`config.mk`:
```
export PLATFORM = sky130hd
export DESIGN_NAME = serial_sum_collector
export DESIGN_NICKNAME = d
export VERILOG_FILES = /design/src/rtl/serial_sum_collector.sv
export SDC_FILE = /design/constraint.sdc
export NUM_CORES = 1
export LEC_CHECK = 0
export ABC_AREA = 1
export CAP_MARGIN = 20
export CORE_MARGIN = 8
export CORE_UTILIZATION = 52
export DETAILED_ROUTE_END_ITERATION = 10
export PLACE_DENSITY_LB_ADDON = 0.2
export SLEW_MARGIN = 15
export SYNTH_ARGS = -nofsm -noshare
export SYNTH_HDL_FRONTEND = slang
export SYNTH_SLANG_ARGS = --single-unit
```
`constraint.sdc`:
```
create_clock -name clk -period 1.97 [get_ports clk]
set_input_delay 0.197 -clock clk [delete_from_list [all_inputs] [get_ports clk]]
set_output_delay 0.197 -clock clk [all_outputs]
set_load 0.03 [all_outputs]
```
`src/rtl/serial_sum_collector.sv`:
```
// serial_sum_collector: receive end of a bit-serial adder.
// Takes two LSB-first operand streams, adds them with a registered carry,
// deserialises the sum into a WIDTH-bit word and offers it on a valid/ready port.
// Optional build macro: SERIAL_SUB_EN adds a 'sub' input (sampled with start)
// that turns the datapath into an A-B subtractor with a no-borrow flag on cout.
module serial_sum_collector #(
  parameter int unsigned WIDTH = 4
) (
  input  logic             clk,
  input  logic             rst_n,
  input  logic             start,
`ifdef SERIAL_SUB_EN
  input  logic             sub,
`endif
  input  logic             bit_valid,
  input  logic             a_bit,
  input  logic             b_bit,
  output logic             busy,
  output logic [WIDTH-1:0] sum_out,
  output logic             cout,
  output logic             out_valid,
  input  logic             out_ready
);

  localparam int unsigned CNT_W = $clog2(WIDTH + 1);

  typedef enum logic [1:0] {
    S_IDLE  = 2'd0,
    S_ACCUM = 2'd1,
    S_HOLD  = 2'd2
  } state_t;

  state_t             r_state;
  logic               r_carry;
  logic [CNT_W-1:0]   r_count;
  logic [WIDTH-1:0]   r_shreg;
  logic [WIDTH-1:0]   r_sum;
  logic               r_cout;
  logic               r_valid;
  logic               r_busy;

  state_t             w_state_nxt;
  logic               w_carry_nxt;
  logic [CNT_W-1:0]   w_count_nxt;
  logic [WIDTH-1:0]   w_shreg_nxt;
  logic [WIDTH-1:0]   w_sum_nxt;
  logic               w_cout_nxt;
  logic               w_valid_nxt;
  logic               w_busy_nxt;

  logic               w_b_eff;
  logic               w_init_carry;
  logic               w_s;
  logic               w_c;
  logic               w_last;
  logic [WIDTH-1:0]   w_shifted;

`ifdef SERIAL_SUB_EN
  logic               r_sub;
  logic               w_sub_nxt;

  // Subtract mode inverts B and seeds the carry with 1 (two's complement).
  assign w_b_eff      = b_bit ^ r_sub;
  assign w_init_carry = sub;
`else
  assign w_b_eff      = b_bit;
  assign w_init_carry = 1'b0;
`endif

  // One full-adder slice per accepted bit pair.
  assign w_s       = a_bit ^ w_b_eff ^ r_carry;
  assign w_c       = (a_bit & w_b_eff) | (a_bit & r_carry) | (w_b_eff & r_carry);
  assign w_last    = (r_count == CNT_W'(WIDTH - 1));
  // New bit enters at the MSB; after WIDTH shifts the first bit sits at the LSB.
  assign w_shifted = WIDTH'({w_s, r_shreg} >> 1);

  // Next-state and datapath update; everything holds unless a branch changes it.
  always_comb begin
    w_state_nxt = r_state;
    w_carry_nxt = r_carry;
    w_count_nxt = r_count;
    w_shreg_nxt = r_shreg;
    w_sum_nxt   = r_sum;
    w_cout_nxt  = r_cout;
    w_valid_nxt = r_valid;
`ifdef SERIAL_SUB_EN
    w_sub_nxt   = r_sub;
`endif

    case (r_state)
      S_IDLE: begin
        if (start) begin
          w_state_nxt = S_ACCUM;
          w_carry_nxt = w_init_carry;
          w_count_nxt = '0;
          w_shreg_nxt = '0;
`ifdef SERIAL_SUB_EN
          w_sub_nxt   = sub;
`endif
        end
      end
      S_ACCUM: begin
        if (start) begin
          // Abort and restart; the bit pair presented this cycle is dropped.
          w_carry_nxt = w_init_carry;
          w_count_nxt = '0;
          w_shreg_nxt = '0;
`ifdef SERIAL_SUB_EN
          w_sub_nxt   = sub;
`endif
        end else if (bit_valid) begin
          w_carry_nxt = w_c;
          w_shreg_nxt = w_shifted;
          w_count_nxt = r_count + CNT_W'(1);
          if (w_last) begin
            w_sum_nxt   = w_shifted;
            w_cout_nxt  = w_c;
            w_valid_nxt = 1'b1;
            w_state_nxt = S_HOLD;
          end
        end
      end
      S_HOLD: begin
        if (out_ready) begin
          w_valid_nxt = 1'b0;
          w_state_nxt = S_IDLE;
        end
      end
      default: begin
        w_state_nxt = S_IDLE;
      end
    endcase

    w_busy_nxt = (w_state_nxt == S_ACCUM);
  end

  // State and datapath registers with synchronous active-low reset.
  always_ff @(posedge clk) begin
    if (!rst_n) begin
      r_state <= S_IDLE;
      r_carry <= 1'b0;
      r_count <= '0;
      r_shreg <= '0;
      r_sum   <= '0;
      r_cout  <= 1'b0;
      r_valid <= 1'b0;
      r_busy  <= 1'b0;
`ifdef SERIAL_SUB_EN
      r_sub   <= 1'b0;
`endif
    end else begin
      r_state <= w_state_nxt;
      r_carry <= w_carry_nxt;
      r_count <= w_count_nxt;
      r_shreg <= w_shreg_nxt;
      r_sum   <= w_sum_nxt;
      r_cout  <= w_cout_nxt;
      r_valid <= w_valid_nxt;
      r_busy  <= w_busy_nxt;
`ifdef SERIAL_SUB_EN
      r_sub   <= w_sub_nxt;
`endif
    end
  end

  assign busy      = r_busy;
  assign sum_out   = r_sum;
  assign cout      = r_cout;
  assign out_valid = r_valid;

endmodule

```
==> results of run 1 <==
[layout make-up]
cell class                 instances  share of cell area
inverter                           7              0.0300
clock buffer                       4              0.0415
tap                               15              0.0215
sequential                        16               0.366
multi-input combinational         66               0.392
timing repair buffer              13               0.149
[worst min-delay path by stage]
stage	from	to	slack, ps	cells after the start
final	out_valid	out_valid	470	2
after global routing	out_valid	out_valid	480	2
after CTS	out_valid	out_valid	480	2
after detailed placement	out_valid	out_valid	460	2
after global placement	out_valid	out_valid	470	2
after floorplan	start	busy	390	2
[sequential cells by signal (all words and copies together) (netlist names)]
signal	flops
busy	1
r_shreg	3
cout	1
out_valid	1
r_state	2
r_carry	1
r_count	3
sum_out	4
[cell usage in the layout (no fill, tap or decap), drive strengths merged]
| master | Yosys | routed |
|---|---|---|
| nor2 | 25 | 25 |
| inv | 7 | 7 |
| clkbuf | 0 | 4 |
| nand2 | 14 | 14 |
| nand3 | 7 | 7 |
| o21ai | 14 | 14 |
| dfxtp | 16 | 16 |
| a21oi | 2 | 2 |
| ha | 2 | 2 |
| clkdlybuf4s50 | 0 | 13 |
| nand3b | 1 | 1 |
| fa | 1 | 1 |
[stage by stage]
step / worst slack (ps) / hold WS, ps / instances
after global routing: 426 / 483 / 121
after global placement: 420 / 474 / 117
final: 473 / 472 / 121
after detailed placement: 376 / 465 / 117
after floorplan: 777 / 390 / 91
after CTS: 465 / 478 / 121
[cells by family (layout without fill, tap and decap cells)]
kind of cell,Yosys count,after routing,synth area share
DFF,16,16,0.454
AOI/OAI and AO/OA,16,16,0.119
adders and majority gates,3,3,0.0638
and+or+nand+nor,47,47,0.303
buffers and inverters,9,24,0.0603
[where the power goes]
group	switching, uW	leakage [uW]	internal, uW
logic	47.4	0.000226	35.2
clock network	100	0.0000210	113
registers	9.69	0.000131	338
total	157	0.000378	485
[Yosys cell counts (all sizes together)]
library cell / count
fa: 1
a21oi: 2
nand3b: 1
nor2: 25
nand3: 7
nand2: 14
o21ai: 14
inv: 7
dfxtp: 16
ha: 2
buf: 2
[routing by layer]
layer  vias to the layer above  global-route usage
li1                        324                   -
met1                       253               0.131
met2                        10               0.158
met3                         2              0.0625
met4                         0              0.0259
met5                         -                   0
==> flow_summary_export.csv, run 1 <==
group,metric,value,unit
synth,synth_top_area_frac,0.454,
timing,report.final.hold_viol_count,0,
route,met3_wire_length,93,microns
place,globalplace.congestion,0.852,
worst_setup_path,crit_path_end,"sum_out[3]",
floorplan,fp.dieW,52.8,microns
final_layout,antenna_cells_inserted,0,
worst_setup_path,timing.rr.start,"r_count[0]",
pwr,leakagePower,0.000378,uW
worst_setup_path,arrival,1300,ps
pwr,power,643,uW
grt,global_route_wire_length_before_repair,2.25,mm
clock_network,clock_sinks,16,
route,detail_route.wirelength.met1,669,microns
clock_network,clock_pin_transition_on_the_worst_setup_and_hold_timing_paths,90,ps
timing,tightestPinTransition,317,ps
route,routed_wire_length_per_instance,11.1,microns
synth,postSynthCellCount,91,
floorplan,die_h,52.8,microns
final_layout,design.final.nets,117,
worst_setup_path,critical_path.slowest_cell,"clkdlybuf4s50_1",
grt,grt_start_max_net_pins,15,
timing,fmaxAchievable,0.668,GHz
clock_network,post_cts_hold_buffer_count,0,
final_layout,fin_area,875,sq um
grt,grt_antenna_before_repair,0,
pwr,vdd.ir_drop.worst,0.439,mV
clock_network,ctsResizeCount,0,
timing,final_min_period_over_clock_period,0.760,
route,maxUsedRoutingLayer,"met4",
worst_setup_path,end_kind,"primary output",
floorplan,design.die.area,0.00279,sq mm
floorplan,floorplan.rows,13,
place,dpl.hpwl,1.07,mm
worst_setup_path,cp_cell_sequence,"clkdlybuf4s50_1",
worst_setup_path,critical_path.max_stage_delay,670,ps
timing,final_setup_vio_count,0,
final_layout,area_of_combinational_cells_with_multiple_inputs,343,sq um
grt,first_global_vias,532,
timing,period_needed,1500,ps
status,outcome,"finished clean",
synth,synth.largest_area_cell,"dfxtp_1",
final_layout,fraction_of_layout_cells_with_a_size_suffix_above_1,0.104,
synth,synth_top_cells_by_area,"dfxtp_1 45%, nor2_1 12%, nand2_1 6.9%, nand3_1 5.0%, o21ai_0 5.0%",
final_layout,fillCellCount,122,
floorplan,floorplan.initialDensity,0.549,
clock_network,cts_tree,"yes",
route,drt_drc_violations_left,0,
timing,fin_worst_skew,4.18,ps
synth,mappedNetlistArea,706,sq um
clock_network,clockRootBuffer,"clkbuf_4",
worst_setup_path,cp-start-kind,"flop",
synth,postSynthNetCount,101,
final_layout,ff_latch_area,320,sq um
job,cap_violations,0,
route,met2_routed_length,568,microns
worst_setup_path,cp_top_family,"buffers and inverters",
worst_setup_path,critical_path.n_buffers_inverters,1,
timing,slew_violations,0,
worst_setup_path,r2r_slack,610,ps
clock_network,clk_path_buf_depth,2,
worst_setup_path,crit_cells,1,
pwr,power_density,735,mW/mm^2
grt,total_gr_overflow,0,
synth,yosysUniqueCellTypes,17,
floorplan,placeableCoreArea,0.00128,sq mm
synth,post_synthesis_sequential_area_ratio,0.454,
worst_setup_path,crit_start,"sum_out[3]",
route,detailedRoute.firstPassIterationCount,4,
place,placed_area,838,sq um
worst_setup_path,critPathRequiredTime,1770,ps
final_layout,area_growth_syn_to_layout,23.9,%
worst_setup_path,worstSetupPathType,"reg -> out",
clock_network,post-cts-setup-buffers,0,
route,drt_iter0_markers,6,
route,route.final.wire_length,1.34,mm
clock_network,clk-insertion-delay-late,280,ps
route,viasPerCell,4.87,
route,postRouteAntennaNets,0,
synth,synth-seq-cells,16,
clock_network,h_tree_levels,1,
route,detailroute.via_count,589,
worst_setup_path,reg2reg_depth,7,
grt,grt_util_all_layers,0.108,
synth,yosys_warnings,0,
floorplan,design.portCount,14,
timing,rsz0062_at_grt,"no",
timing,maxSlewHeadroom,0.788,
final_layout,postLayoutCoreUtil,0.681,
synth,synth.avg_cell_area,7.75,sq um
worst_hold_path,worstHoldPathType,"reg -> reg",
place,port-buffer-count,13,
worst_setup_path,r2r-end,"cout",
worst_setup_path,crit_fanout,2,
clock_network,cts_buffers,3,
timing,finalSetupTns,0,ps
Note: power is estimated with default switching activity, not from simulation.
==> run 2, diff against run 1 <==
--- a/config.mk
+++ b/config.mk
@@ -8,7 +8,7 @@
 export ABC_AREA = 1
 export CAP_MARGIN = 20
 export CORE_MARGIN = 8
-export CORE_UTILIZATION = 52
+export CORE_UTILIZATION = 48
 export DETAILED_ROUTE_END_ITERATION = 10
 export PLACE_DENSITY_LB_ADDON = 0.2
 export SLEW_MARGIN = 15
==> constraint.sdc (replaced) <==
create_clock -name clk -period 1.5 [get_ports clk]
set_input_delay 0.15 -clock clk [delete_from_list [all_inputs] [get_ports clk]]
set_output_delay 0.15 -clock clk [all_outputs]
set_load 0.03 [all_outputs]
==> run 2 against run 1 <==
Against the previous run: non-clock buffer count up 1; critical path depth unchanged; sequential power up 31%; global-route usage up 0.066 points; sequential share of layout area down 0.57 points; wire length up 2.2%; die area up 5.8%; count of clock-buffer cells in the layout unchanged.
==> flow_summary_export.csv, run 2 (synthesis gave the netlist of run 1 again) <==
group,metric,value,unit
timing,tightestPinTransition,321,ps
worst_setup_path,crit_start,"sum_out[3]",
clock_network,clock_sinks,16,
pwr,power_density,962,mW/mm^2
timing,period_needed,1430,ps
place,port-buffer-count,13,
grt,total_gr_overflow,0,
route,detailroute.via_count,604,
floorplan,design.die.area,0.00295,sq mm
route,route.final.wire_length,1.37,mm
place,placed_area,847,sq um
route,postRouteAntennaNets,0,
timing,report.final.hold_viol_count,0,
floorplan,floorplan.rows,14,
timing,maxSlewHeadroom,0.785,
pwr,vdd.ir_drop.worst,0.646,mV
floorplan,floorplan.initialDensity,0.491,
final_layout,fillCellCount,144,
worst_setup_path,r2r-end,"sum_out[2]",
job,cap_violations,0,
status,outcome,"finished clean",
final_layout,fraction_of_layout_cells_with_a_size_suffix_above_1,0.112,
grt,grt_start_max_net_pins,15,
route,detailedRoute.firstPassIterationCount,3,
place,place_inst,119,
clock_network,clockRootBuffer,"clkbuf_4",
route,detail_route.wirelength.met1,652,microns
timing,fin_worst_skew,8.59,ps
worst_setup_path,critical_path.slowest_cell,"clkdlybuf4s50_1",
floorplan,fp.dieW,54.3,microns
route,viasPerCell,4.91,
timing,final_min_period_over_clock_period,0.957,
worst_hold_path,worstHoldPathType,"reg -> reg",
grt,grt_antenna_before_repair,0,
worst_setup_path,crit_fanout,2,
clock_network,clk-insertion-delay-late,290,ps
timing,slew_violations,0,
worst_setup_path,critical_path.n_buffers_inverters,1,
clock_network,clk_path_buf_depth,2,
route,drt_drc_violations_left,0,
final_layout,area_growth_syn_to_layout,25.9,%
worst_setup_path,arrival,1280,ps
grt,global_route_wire_length_before_repair,2.35,mm
route,routed_wire_length_per_instance,11.1,microns
worst_hold_path,hold-path-endpoint,"out_valid",
worst_setup_path,timing.rr.start,"r_count[0]",
clock_network,cts_tree,"yes",
worst_hold_path,hold-path-cell-count,2,
worst_setup_path,reg2reg_depth,7,
final_layout,fin_area,888,sq um
place,globalplace.congestion,0.792,
timing,finalSetupTns,0,ps
worst_hold_path,min_from,"out_valid",
clock_network,cts_buffers,3,
timing,final_setup_vio_count,0,
route,maxUsedRoutingLayer,"met4",
final_layout,final_common_cell,"nor2_1",
worst_setup_path,cp_cell_sequence,"clkdlybuf4s50_1",
route,met2_routed_length,648,microns
clock_network,h_tree_levels,1,
route,met3_wire_length,55,microns
worst_setup_path,cp-start-kind,"flop",
grt,grt_util_all_layers,0.108,
final_layout,highest_count_cells_in_the_layout_ignoring_fill_and_taps,"22 x nor2_1, 16 x dfxtp_1, 13 x nand2_1, 11 x clkdlybuf4s50_1",
worst_setup_path,r2r_slack,130,ps
floorplan,design.portCount,14,
timing,fmaxAchievable,0.697,GHz
floorplan,die_h,54.3,microns
worst_setup_path,critical_path.max_stage_delay,670,ps
timing,rsz0062_at_grt,"no",
worst_setup_path,critPathRequiredTime,1350,ps
final_layout,ff_latch_area,320,sq um
grt,first_global_vias,577,
final_layout,area_of_combinational_cells_with_multiple_inputs,343,sq um
final_layout,flip_flop_count_of_the_largest_register_all_copies_and_words_added,4,
worst_setup_path,cp_top_family,"buffers and inverters",
route,drt_iter0_markers,10,
final_layout,antenna_cells_inserted,0,
clock_network,clock_pin_transition_on_the_worst_setup_and_hold_timing_paths,90,ps
final_layout,final-instance-count-excl-fill,123,
final_layout,design.final.nets,118,
pwr,leakagePower,0.000420,uW
worst_setup_path,worstSetupPathType,"reg -> out",
floorplan,placeableCoreArea,0.00144,sq mm
place,dpl.hpwl,1.04,mm
worst_setup_path,end_kind,"primary output",
[run 2: cell count changes in the layout (fill, tap and decap cells not counted)]
| cell | delta |
|---|---|
| clkdlybuf4s50_1 | -2 |
| dlymetal6s2s_1 | +2 |
| buf_4 | +1 |
[run 2: tightest hold or removal path: cells and delay by family (launching register included)]
kind,cells,cell delay (ps)
AOI/OAI and AO/OA,1,50
and+or+nand+nor,1,60
DFF,1,320
[run 2: area by class of cell]
cell class / count / share of cell area
multi-input cells: 66 / 0.386
flip-flops and latches: 16 / 0.361
repair buffers: 14 / 0.161
clock buffers: 4 / 0.0408
inverters: 7 / 0.0296
well taps: 16 / 0.0225
[run 2: how the worst max path moves through the flow]
stage	end	slack, ps	cells after the start
after floorplan	sum_out[3]	310	7
after global placement	r_shreg[3]	20	6
after detailed placement	r_shreg[3]	-10	6
after CTS	out_valid	40	1
after global routing	cout	0.1	1
final	sum_out[3]	70	1
[run 2: metal layers]
layer | global-route usage | vias up
li1 | - | 321
met1 | 0.119 | 275
met2 | 0.179 | 6
met4 | 0.0615 | 0
met5 | 0 | -
met3 | 0.0353 | 2
[run 2: timing repair]
action                     4_1_cts  5_1_grt
hold buffers                     0        0
gates resized for setup          0        2
buffers inserted                 0        0
setup endpoints to repair        0        2
[run 2: where the power goes]
part           switching [uW]  internal (uW)  total (uW)
Clock                     140            148         288
Combinational            63.0           47.9         111
Sequential               12.4            444         456
[run 2: per-stage QoR]
step	total power, uW	utilization	hold WS [ps]	setup WS (ps)
floorplan	542	-	343	307
global placement	573	0.590	450	16.1
detailed placement	577	0.590	454	-11.0
global route	905	0.618	505	0.108
finish	855	0.618	463	65.0
CTS	863	0.615	468	35.8
